File: src/rtl/cia_seq_adder_ctrl_pkg.sv
// Shared types and elaboration helpers for the sequential carry-increment adder controller.
package cia_seq_adder_ctrl_pkg;

    typedef enum logic [1:0] {
        IDLE,
        RUN,
        DONE
    } ctrlState_t;

    localparam int DEFAULT_N  = 32;
    localparam int DEFAULT_GS = 4;

    function automatic bit paramsOk(input int n, input int gs);
        return (gs >= 2) && (n > 0) && ((n % gs) == 0);
    endfunction

    function automatic int groupCount(input int n, input int gs);
        return n / gs;
    endfunction

    // A single group still needs a one-bit index register.
    function automatic int idxWidth(input int ng);
        return (ng > 1) ? $clog2(ng) : 1;
    endfunction

endpackage

File: src/rtl/cia_seq_adder_ctrl_group_slice.sv
// One GS-bit group: black-cell prefix for group G/P plus carry-increment sum.
module cia_group_slice #(
    parameter int GS = 4
) (
    input  logic [GS-1:0] aSlice,
    input  logic [GS-1:0] bSlice,
    input  logic          carryIn,
    output logic          groupG,
    output logic          groupP,
    output logic [GS-1:0] groupSum,
    output logic          carryOut
);

    logic [GS-1:0] partialSum;

    always_comb begin
        groupG = aSlice[0] & bSlice[0];
        groupP = aSlice[0] ^ bSlice[0];
        for (int j = 1; j < GS; j++) begin
            groupG = (aSlice[j] & bSlice[j]) | ((aSlice[j] ^ bSlice[j]) & groupG);
            groupP = groupP & (aSlice[j] ^ bSlice[j]);
        end
    end

    // The group's own carry is discarded here; it reappears through groupG.
    assign partialSum = aSlice + bSlice;
    assign groupSum   = partialSum + GS'(carryIn);
    assign carryOut   = groupG | (groupP & carryIn);

endmodule

File: src/rtl/cia_seq_adder_ctrl.sv
// Sequencing controller: accepts one N-bit add, resolves one GS-bit group per cycle, then holds the result.
module cia_seq_adder_ctrl
    import cia_seq_adder_ctrl_pkg::*;
#(
    parameter int N  = DEFAULT_N,
    parameter int GS = DEFAULT_GS
) (
    input  logic                           clk,
    input  logic                           rst_n,
    input  logic                           in_valid,
    output logic                           in_ready,
    input  logic [N-1:0]                   a,
    input  logic [N-1:0]                   b,
    input  logic                           cin,
    output logic                           out_valid,
    input  logic                           out_ready,
    output logic [N-1:0]                   sum,
    output logic                           cout,
    output logic [groupCount(N, GS)-1:0]   grp_g,
    output logic [groupCount(N, GS)-1:0]   grp_p,
    output logic                           busy
);

    localparam int NG    = groupCount(N, GS);
    localparam int IDX_W = idxWidth(NG);

    if (!paramsOk(N, GS)) begin : gParamCheck
        $error("cia_seq_adder_ctrl: N must be a multiple of GS and GS must be at least 2");
    end

    ctrlState_t       state;
    ctrlState_t       nextState;
    logic [IDX_W-1:0] idx;
    logic             carry;
    logic [N-1:0]     opA;
    logic [N-1:0]     opB;
    logic [GS-1:0]    aSlice;
    logic [GS-1:0]    bSlice;
    logic             groupG;
    logic             groupP;
    logic [GS-1:0]    groupSum;
    logic             carryOut;
    logic             lastGroup;

    assign aSlice    = opA[idx*GS +: GS];
    assign bSlice    = opB[idx*GS +: GS];
    assign lastGroup = (idx == IDX_W'(NG - 1));

    cia_group_slice #(.GS(GS)) uSlice (
        .aSlice   (aSlice),
        .bSlice   (bSlice),
        .carryIn  (carry),
        .groupG   (groupG),
        .groupP   (groupP),
        .groupSum (groupSum),
        .carryOut (carryOut)
    );

    always_ff @(posedge clk) begin
        if (!rst_n) state <= IDLE;
        else        state <= nextState;
    end

    always_comb begin
        nextState = state;
        in_ready  = 1'b0;
        out_valid = 1'b0;
        busy      = 1'b0;
        case (state)
            IDLE: begin
                in_ready = 1'b1;
                if (in_valid) nextState = RUN;
            end
            RUN: begin
                busy = 1'b1;
                if (lastGroup) nextState = DONE;
            end
            DONE: begin
                busy      = 1'b1;
                out_valid = 1'b1;
                if (out_ready) nextState = IDLE;
            end
            default: nextState = IDLE;
        endcase
    end

    // Results stay put after the output handshake until the next request is accepted.
    always_ff @(posedge clk) begin
        if (!rst_n) begin
            idx   <= '0;
            carry <= 1'b0;
            opA   <= '0;
            opB   <= '0;
            sum   <= '0;
            cout  <= 1'b0;
            grp_g <= '0;
            grp_p <= '0;
        end else begin
            case (state)
                IDLE: begin
                    if (in_valid) begin
                        opA   <= a;
                        opB   <= b;
                        carry <= cin;
                        idx   <= '0;
                        sum   <= '0;
                        cout  <= 1'b0;
                        grp_g <= '0;
                        grp_p <= '0;
                    end
                end
                RUN: begin
                    sum[idx*GS +: GS] <= groupSum;
                    grp_g[idx]        <= groupG;
                    grp_p[idx]        <= groupP;
                    carry             <= carryOut;
                    if (lastGroup) cout <= carryOut;
                    else           idx  <= idx + 1'b1;
                end
                default: ;
            endcase
        end
    end

endmodule

File: config.mk
export PLATFORM = sky130hd
export DESIGN_NAME = cia_seq_adder_ctrl
export DESIGN_NICKNAME = d
export VERILOG_FILES = /design/src/rtl/cia_seq_adder_ctrl_pkg.sv /design/src/rtl/cia_seq_adder_ctrl_group_slice.sv /design/src/rtl/cia_seq_adder_ctrl.sv
export SDC_FILE = /design/constraint.sdc
export NUM_CORES = 1
export LEC_CHECK = 0
export BUFFER_PORTS_ARGS = -buffer_cell sky130_fd_sc_hd__buf_2
export CORE_MARGIN = 2
export CORE_UTILIZATION = 50
export CTS_CLUSTER_DIAMETER = 30
export DETAILED_ROUTE_END_ITERATION = 8
export PLACE_DENSITY_LB_ADDON = 0.15
export SYNTH_ARGS = -nofsm -noshare
export SYNTH_HDL_FRONTEND = slang
export SYNTH_HIERARCHICAL = 1
export SYNTH_SLANG_ARGS = --single-unit
File: constraint.sdc
create_clock -name clk -period 4 [get_ports clk]
set_input_delay 0.6 -clock clk [delete_from_list [all_inputs] [get_ports clk]]
set_output_delay 0.6 -clock clk [all_outputs]
set_load 0.01 [all_outputs]
# [Yosys cells after proc, flatten, opt, wreduce, memory -nomap -nowiden]
# Index checks and enable logic that the tools add are counted.
[classes] n_addsub=4 multipliers=0 n_div=0 magnitude_cmp=2 n_eq_ne=7 n_shift=4 mux=25 n_bitwise=19 reduce_logical=9
[ops] op="one-hot mux 32 bit (2 select lines)" count=1
[ops] op="indexed part select 32 x 6 -> 4 bit" count=2
[ops] op="negator 5 -> 34 bit" count=1
[ops] op="variable shift 4 x 34 -> 32 bit, first input constant" count=1
[ops] op="indexed part select 4 x 34 -> 32 bit" count=1
[ops] op="bitwise mux 32 bit" count=1
[ops] op="2-to-1 mux 32 bit" count=1
[ops] op="one-hot mux 8 bit (2 select lines)" count=2
[ops] op="bitwise mux 8 bit" count=2
[ops] op="bitwise AND 1 bit" count=11
[ops] op="AND reduction 3 bit" count=3
[ops] op="2-to-1 mux 8 bit" count=1
[ops] op="!= test 2 bit, second input constant" count=4
[ops] op="2-to-1 mux 1 bit" count=7
[ops] op="2-to-1 mux 2 bit" count=3
[ops] op="2-to-1 mux 3 bit" count=2
[ops] op="one-hot mux 2 bit (3 select lines)" count=1
[ops] op="one-hot mux 3 bit (2 select lines)" count=1
[ops] op="adder 4 x 1 -> 4 bit" count=1
[ops] op="adder 4 bit" count=1
[ops] op="less-than comparator 3 x 4 -> 1 bit, second input constant" count=1
[ops] op="OR 1 bit" count=4
[ops] op="one-hot mux 1 bit (2 select lines)" count=2
[ops] op="AND reduction 2 bit" count=2
[ops] op="other kinds (11)" count=14
[word_totals] ff_bits=119 latch_bits=0 ram_bits=0 romBits=0 inputBits=69 output_inout_bits=52 elab_cells=79 memories=0

# [Longest topological paths before layout]
# Gate-level depths: netlist (run 1).
[logic_depth] depth_word=11 ltp_mapped=15 ltp_nobuf=12

# [By module]
# The synthesis (run 1) kept the hierarchy.
[by_module_without_submodules] module="cia_seq_adder_ctrl" n_inst=1 cells_per_inst=622 area_per_inst_um2=5373.9 seq_area_each_um2=2382.3
[by_module_without_submodules] module="cia_group_slice" n_inst=1 cells_per_inst=23 area_per_inst_um2=178.9 seq_area_each_um2=0.0

# [Worst setup path after synthesis (run 1)]
# Ideal clock, no wire load.
[synth_timing] kind="register to register" start="register idx[1]" end="register sum[5]" setup_time_ns=0.061 arrival_ns=3.039 required_time_ns=3.939 path_slack_ns=0.900 path_stages_with_launch=16 path_buffers=3 synth_period_minus_slack_ns=3.100 cell_sequence="dfxtp_1 -> buf_6 -> buf_2 -> clkbuf_1 -> mux2i_1 -> nor2_1 -> a21oi_1 -> o21ai_0 -> inv_1 -> fa_1 -> inv_1 -> fa_1 -> nand2_1 -> or4b_1 -> nor2_1 -> a32o_1"
[synth_between] elab_chain_cells=6 word_cells_on_any_way=9 cone_classes="add/sub: 3; shift: 4; mux: 2"
[synth_lines] item="start, declared" line_no="cia_seq_adder_ctrl.sv:33" text="logic [IDX_W-1:0] idx;"
[synth_lines] item="start signal, assigned" line_no="cia_seq_adder_ctrl.sv:118" text="else idx <= idx + 1'b1;"
[synth_lines] item="indexed part select 32 x 6 -> 4 bit" line_no="cia_seq_adder_ctrl.sv:46" text="assign bSlice = opB[idx*GS +: GS];"
[synth_lines] item="net bSlice[0]" line_no="cia_seq_adder_ctrl.sv:38" text="logic [GS-1:0] bSlice;"
[synth_lines] item="adder 4 bit" line_no="cia_seq_adder_ctrl_group_slice.sv:26" text="assign partialSum = aSlice + bSlice;"
[synth_lines] item="adder 4 x 1 -> 4 bit" line_no="cia_seq_adder_ctrl_group_slice.sv:27" text="assign groupSum = partialSum + GS'(carryIn);"
[synth_lines] item="net groupSum[1]" line_no="cia_seq_adder_ctrl.sv:41" text="logic [GS-1:0] groupSum;"
[synth_lines] item="indexed part select 4 x 34 -> 32 bit" line_no="cia_seq_adder_ctrl.sv:113" text="sum[idx*GS +: GS] <= groupSum;"
[synth_lines] item="bitwise mux 32 bit" line_no="cia_seq_adder_ctrl.sv:113"
[synth_lines] item="one-hot mux 32 bit (2 select lines)" line_no="cia_seq_adder_ctrl.sv:99" text="case (state)"
[synth_lines] item="end signal, assigned by index" line_no="cia_seq_adder_ctrl.sv:113"
[synth_lines] item="end, declared" line_no="cia_seq_adder_ctrl.sv:17" text="output logic [N-1:0] sum,"
# The timed path passes the listed nets, and every way through them passes these cells.
# A chain may end at the register's enable or synchronous reset.

# [Worst setup path after layout (run 1)]
[layout_timing] start="register idx[2]" end="register sum[5]"
# Same word-level chain as after synthesis.

==> results.py, run 1 <==
metrics = {
    "worst_hold_path": {
        "hp-start": "a[1]",
        "hold_class": "in2reg",
    },
    "setup_path": {
        "critPathKind": "reg2reg",
        "cpPeakStageDelay_ns": 0.55,
        "crit_required_ns": 4.46,
        "cp_slowest_cell": "fa_1",
        "startpoint": "idx[2]$_SDFFE_PN0P_",
        "cp_data_arrival_time_ns": 3.95,
        "end_kind": "register",
        "r2r_setup_slack_ns": 0.50,
        "path_max_fanout": 23,
        "reg2reg_from": "idx[2]$_SDFFE_PN0P_",
        "critPathLaunchType": "register",
        "cp_cell_sequence": "buf_4 -> mux2_2 -> a221oi_1 -> o21ai_0 -> inv_1 -> fa_1 -> inv_1 -> fa_1 -> nand2_1 -> or4b_1 -> nor2_1 -> a32o_1",
    },
    "grt": {
        "overflow": 0,
        "grt_antenna_before_repair": 0,
        "first_global_vias": 4762,
        "grt_max_degree": 73,
        "grtUsageTotal": 0.250,
        "grt_pass1_wl_um": 23300,
    },
    "layout": {
        "diodes": 0,
        "fillers": 976,
        "multi_input_area_um2": 2930,
        "syn2layout_area_growth_pct": 21.8,
        "drive_above_1_share": 0.234,
        "seq_area_um2": 2380,
        "fin_nets": 828,
    },
    "power_and_ir_drop": {
        "ir_worst_vdd_mv": 0.283,
        "leakage_nw": 2.80,
        "total_power_mw": 4.14,
        "power_density_nw_per_um2": 613,
    },
    "synth": {
        "synth_edf_count": 0,
        "synth_cell_types": 54,
        "synthArstFlopShare": 0,
        "postSynthCellCount": 645,
        "ys_seq_elements": 119,
        "ys_seq_area_frac": 0.429,
        "synth.avg_cell_area_um2": 8.61,
        "syn_nets": 730,
        "ys_warn_count": 6,
        "ys.flop_type": "dfxtp_1",
        "netlist_area_um2": 5550,
    },
    "place": {
        "post-place-ws_ns": 0.577,
        "dp_hpwl_um": 9960,
        "gp_congestion": 0.876,
        "port_buffers": 120,
    },
    "sta": {
        "worst_pin_slew_ns": 1.15,
        "fmax_ghz": 0.286,
        "fin_skew_ns": 0.00957,
        "setup_tns_ns": 0,
        "setup_viol": 0,
        "setup_slack_ns": 0.501,
        "relSlewSlack": 0.230,
        "hold_violations": 0,
        "period_share": 0.875,
        "drv_slew": 0,
        "fin_crit_ns": 3.50,
        "rsz0062_at_grt": "no",
    },
    "clock_tree": {
        "cts_tree": "done",
        "clockRootBuffer": "clkbuf_8",
        "htreeDepth": 4,
        "hold_buffers": 0,
        "cts.path.max_buffers": 2,
        "cts_buffers": 17,
        "post_cts.resized_instances": 0,
        "clk_pin_slew_ns": 0.06,
        "clock-sinks": 119,
        "cts_setup_buffers": 0,
        "clk_latency_ns": 0.52,
    },
    "detailed_routing": {
        "num_vias": 5023,
        "drc_errors": 0,
        "routed_wl_um": 14100,
        "first_pass_iters": 5,
        "viasPerCell": 5.61,
        "drt_iter0_markers": 339,
        "ant_nets": 0,
        "routedWlPerCell_um": 15.8,
    },
    "floorplanning": {
        "row_count": 38,
        "start_util": 0.512,
        "die-area_um2": 12000,
        "io_pins": 121,
        "die_width_um": 109,
        "die_y_um": 109,
        "core_um2": 10800,
    },
    "status": {
        "status": "finished, final reports clean",
    },
    "flow_run": {
        "drv_cap": 0,
    },
}
[layout by cell type, fill, tap and decap left out, drive strengths merged, types with 11 or more instances in the layout]
cell,instances
dfxtp,119
buf,128
nand3,11
a22o,11
a21oi,13
a21boi,68
a32o,14
nand2,166
o21ai,25
mux2i,14
clkbuf,23
o22ai,16
ha,14
nor2,17
[area by class of cell]
class / instances / share of cell area
multi-input combinational: 467 / 0.433
sequential: 119 / 0.352
timing repair buffer: 128 / 0.0977
clock buffer: 23 / 0.0720
tap: 140 / 0.0259
clock inverter: 8 / 0.0141
inverter: 10 / 0.00555
[synth_stat cells, types with 3 or more instances]
library cell / n / area [µm²]
nor2b_1: 10 / 62.6
and2_1: 4 / 25.0
nand3_1: 11 / 55.1
a22o_2: 4 / 40.0
o22ai_1: 16 / 100
a32o_1: 14 / 140
o211ai_1: 4 / 30.0
a311oi_1: 3 / 26.3
nor3_1: 5 / 25.0
nand2b_1: 3 / 18.8
o21ai_0: 21 / 105
clkbuf_1: 31 / 116
a21boi_0: 68 / 510
and3_1: 5 / 31.3
mux2_2: 5 / 56.3
o21ai_1: 3 / 15.0
nand4_1: 9 / 56.3
inv_1: 10 / 37.5
a31oi_1: 6 / 37.5
ha_1: 14 / 175
dfxtp_1: 119 / 2380
buf_2: 9 / 45.0
nor2_1: 17 / 63.8
buf_1: 7 / 26.3
o2bb2ai_1: 6 / 52.6
a22oi_1: 3 / 22.5
a21oi_1: 13 / 65.1
a22o_1: 7 / 61.3
nor4b_1: 3 / 26.3
nand2_1: 165 / 619
mux4_2: 3 / 67.6
mux2i_1: 14 / 140
nor3b_1: 4 / 30.0
[path summary, 6_finish.rpt]
kind | endpoint | cells after the start
worst max-delay path | sum[5]$_SDFFE_PN0P_ | 12
worst min-delay path | opA[1]$_SDFFE_PN0P_ | 3
worst max register to register | sum[5]$_SDFFE_PN0P_ | 12
worst min register to register | opA[23]$_SDFFE_PN0P_ | 2
[power breakdown]
| part | switching [mW] | total [mW] | internal [mW] |
|---|---|---|---|
| Combinational | 0.832 | 1.24 | 0.411 |
| Clock | 0.535 | 1.50 | 0.961 |
| Sequential | 0.0866 | 1.41 | 1.32 |
[logic make-up after synthesis]
group,share of synthesized area
xor gates and xnor gates,0.00316
muxes,0.0475
DFF,0.429
and+or+nand+nor,0.202
AOI/OAI and AO/OA,0.235
buffers and inverters,0.0446
adders and majority gates,0.0388
[sequential cells by signal, summed over array words and instances (netlist names)]
name / count
carry: 1
cout: 1
grp_g: 8
grp_p: 8
idx: 3
opA: 32
opB: 32
state: 2
sum: 32
[metrics by stage]
stage	hold WS [ns]	instance area [µm²]	util	cells
2_1_floorplan	0.439	5550	-	645
3_3_place_gp	0.444	6180	0.570	864
3_5_place_dp	0.454	6180	0.570	864
4_1_cts	0.323	6760	0.624	895
5_1_grt	0.330	6760	0.624	895
6_report	0.330	6760	0.624	895
[critical path: cells and delay by family, from the launching register on]
kind            cells  cell delay (ns)
compound gates      3             0.59
simple gates        3             0.80
mux                 1             0.36
fa+ha+maj           2             0.75
flops               1             0.45
buf+inv             3             0.49
[layer usage]
metal	GRT usage	routed length (µm)	vias to the layer above
li1	-	-	2474
met1	0.327	6350	2372
met2	0.416	6870	158
met3	0.0415	698	19
met4	0.0904	218	0
met5	0	0	-
(Power assumes the default switching activity.)
==> run 2: changes to the inputs <==
--- a/config.mk
+++ b/config.mk
@@ -11,6 +11,7 @@
 export CTS_CLUSTER_DIAMETER = 30
 export DETAILED_ROUTE_END_ITERATION = 8
 export PLACE_DENSITY_LB_ADDON = 0.15
+export REMOVE_ABC_BUFFERS = 1
 export SYNTH_ARGS = -nofsm -noshare
 export SYNTH_HDL_FRONTEND = slang
 export SYNTH_HIERARCHICAL = 1
==> run 2 against run 1 <==
Effect of this change:
- total power about the same
- die area unchanged
- sequential power about the same
- worst hold slack worse by 0.0089 ns
- global-route usage down 0.24 points
- sequential share of layout area down 0.097 points
- fmax up 2.2%
- clock power down 4%
- register-to-register slack better by 0.08 ns
- utilization up 0.17 points
- count of clock-buffer cells in the layout down 1
- critical path type unchanged
- critical endpoint unchanged
- highest routed layer unchanged
==> results.py, run 2 (same netlist as run 1, synthesis figures left out) <==
metrics = {
    "status": {
        "status": "finished, final reports clean",
    },
    "clock_tree": {
        "hold_buffers": 0,
        "clock-sinks": 119,
        "cts_setup_buffers": 0,
        "clk_latency_ns": 0.53,
        "post_cts.resized_instances": 0,
        "clk_pin_slew_ns": 0.06,
        "cts_tree": "done",
        "htreeDepth": 4,
        "clockRootBuffer": "clkbuf_8",
        "cts_buffers": 17,
        "cts.path.max_buffers": 2,
    },
    "grt": {
        "overflow": 0,
        "grt_max_degree": 65,
        "first_global_vias": 4854,
        "grtUsageTotal": 0.248,
        "grt_pass1_wl_um": 23100,
        "grt_antenna_before_repair": 0,
    },
    "sta": {
        "hold_violations": 0,
        "fin_skew_ns": 0.0108,
        "period_share": 0.856,
        "relSlewSlack": 0.302,
        "rsz0062_at_grt": "no",
        "drv_slew": 0,
        "worst_pin_slew_ns": 1.05,
        "setup_tns_ns": 0,
        "setup_viol": 0,
        "fmax_ghz": 0.292,
        "fin_crit_ns": 3.42,
        "hold_slack_ns": 0.322,
        "setup_slack_ns": 0.576,
    },
    "flow_run": {
        "drv_cap": 0,
    },
    "setup_path": {
        "crit_required_ns": 4.47,
        "critPathKind": "reg2reg",
        "cp_data_arrival_time_ns": 3.89,
        "critPathLaunchType": "register",
        "r2r_setup_slack_ns": 0.58,
        "end_kind": "register",
        "path_max_fanout": 12,
    },
    "place": {
        "gp_congestion": 0.890,
        "post_dp_cell_area_um2": 6220,
        "dp_cells": 869,
        "post-place-ws_ns": 0.625,
        "port_buffers": 120,
        "dp_hpwl_um": 9910,
    },
    "layout": {
        "fin_nets": 833,
        "final_common_cell": "nand2_1",
        "reg.largest.list": "opA (32), opB (32), sum (32)",
        "final_area_um2": 6780,
        "diodes": 0,
        "drive_above_1_share": 0.238,
        "mostFrequentLayoutCells": "nand2_1 (164), buf_2 (120), dfxtp_1 (119)",
        "syn2layout_area_growth_pct": 22.1,
        "fin_util": 0.626,
        "instances_no_fill": 900,
    },
    "detailed_routing": {
        "routed_wl_um": 14100,
        "ant_nets": 0,
        "viasPerCell": 5.62,
        "drt_iter0_markers": 287,
        "routedWlPerCell_um": 15.7,
        "num_vias": 5055,
        "first_pass_iters": 5,
        "drc_errors": 0,
    },
    "floorplanning": {
        "core_um2": 10800,
        "start_util": 0.512,
        "die-area_um2": 12000,
        "die_width_um": 109,
        "die_y_um": 109,
        "io_pins": 121,
        "row_count": 38,
    },
    "worst_hold_path": {
        "hold_class": "in2reg",
    },
    "power_and_ir_drop": {
        "leakage_nw": 2.82,
        "ir_worst_vdd_mv": 0.301,
        "total_power_mw": 4.14,
        "power_density_nw_per_um2": 611,
    },
}
==> run 2: power by group <==
group	internal, mW	switching, mW
clock network	0.925	0.513
logic	0.447	0.858
registers	1.32	0.0790
total	2.69	1.45
==> run 2: worst paths after layout <==
| path | startpoint | endpoint | depth (start not counted) |
|---|---|---|---|
| setup / recovery | idx[2]$_SDFFE_PN0P_ | sum[5]$_SDFFE_PN0P_ | 12 |
| hold / removal | a[22] | opA[22]$_SDFFE_PN0P_ | 3 |
| setup reg to reg | idx[2]$_SDFFE_PN0P_ | sum[5]$_SDFFE_PN0P_ | 12 |
| hold reg to reg | sum[26]$_SDFFE_PN0P_ | sum[26]$_SDFFE_PN0P_ | 1 |
==> run 2: layer usage <==
layer	up-vias	part of all wire	wire [µm]	GRT usage
met4	0	0.015	212	0.0967
li1	2501	-	-	-
met2	160	0.48	6770	0.399
met3	22	0.059	837	0.0605
met1	2372	0.45	6300	0.320
met5	-	0	0	0
==> run 2: final cells by class <==
class	count	area [µm²]
fillers	988	4060
multi-input cells	467	2930
flip-flops and latches	119	2380
repair buffers	133	698
clock buffers	22	463
well taps	140	175
clock inverters	9	100
inverters	10	37.5
==> run 2: worst max-delay path, cell delays in order, from the launching register on <==
cell and delay [ns]:
dfxtp_1 0.61, mux2_2 0.39, a22oi_1 0.15, nor2_1 0.07, a221o_1 0.29, inv_1 0.09
fa_1 0.20, inv_1 0.06, fa_1 0.55, nand2_1 0.11, or4b_1 0.52, nor2_1 0.16
a32o_1 0.18
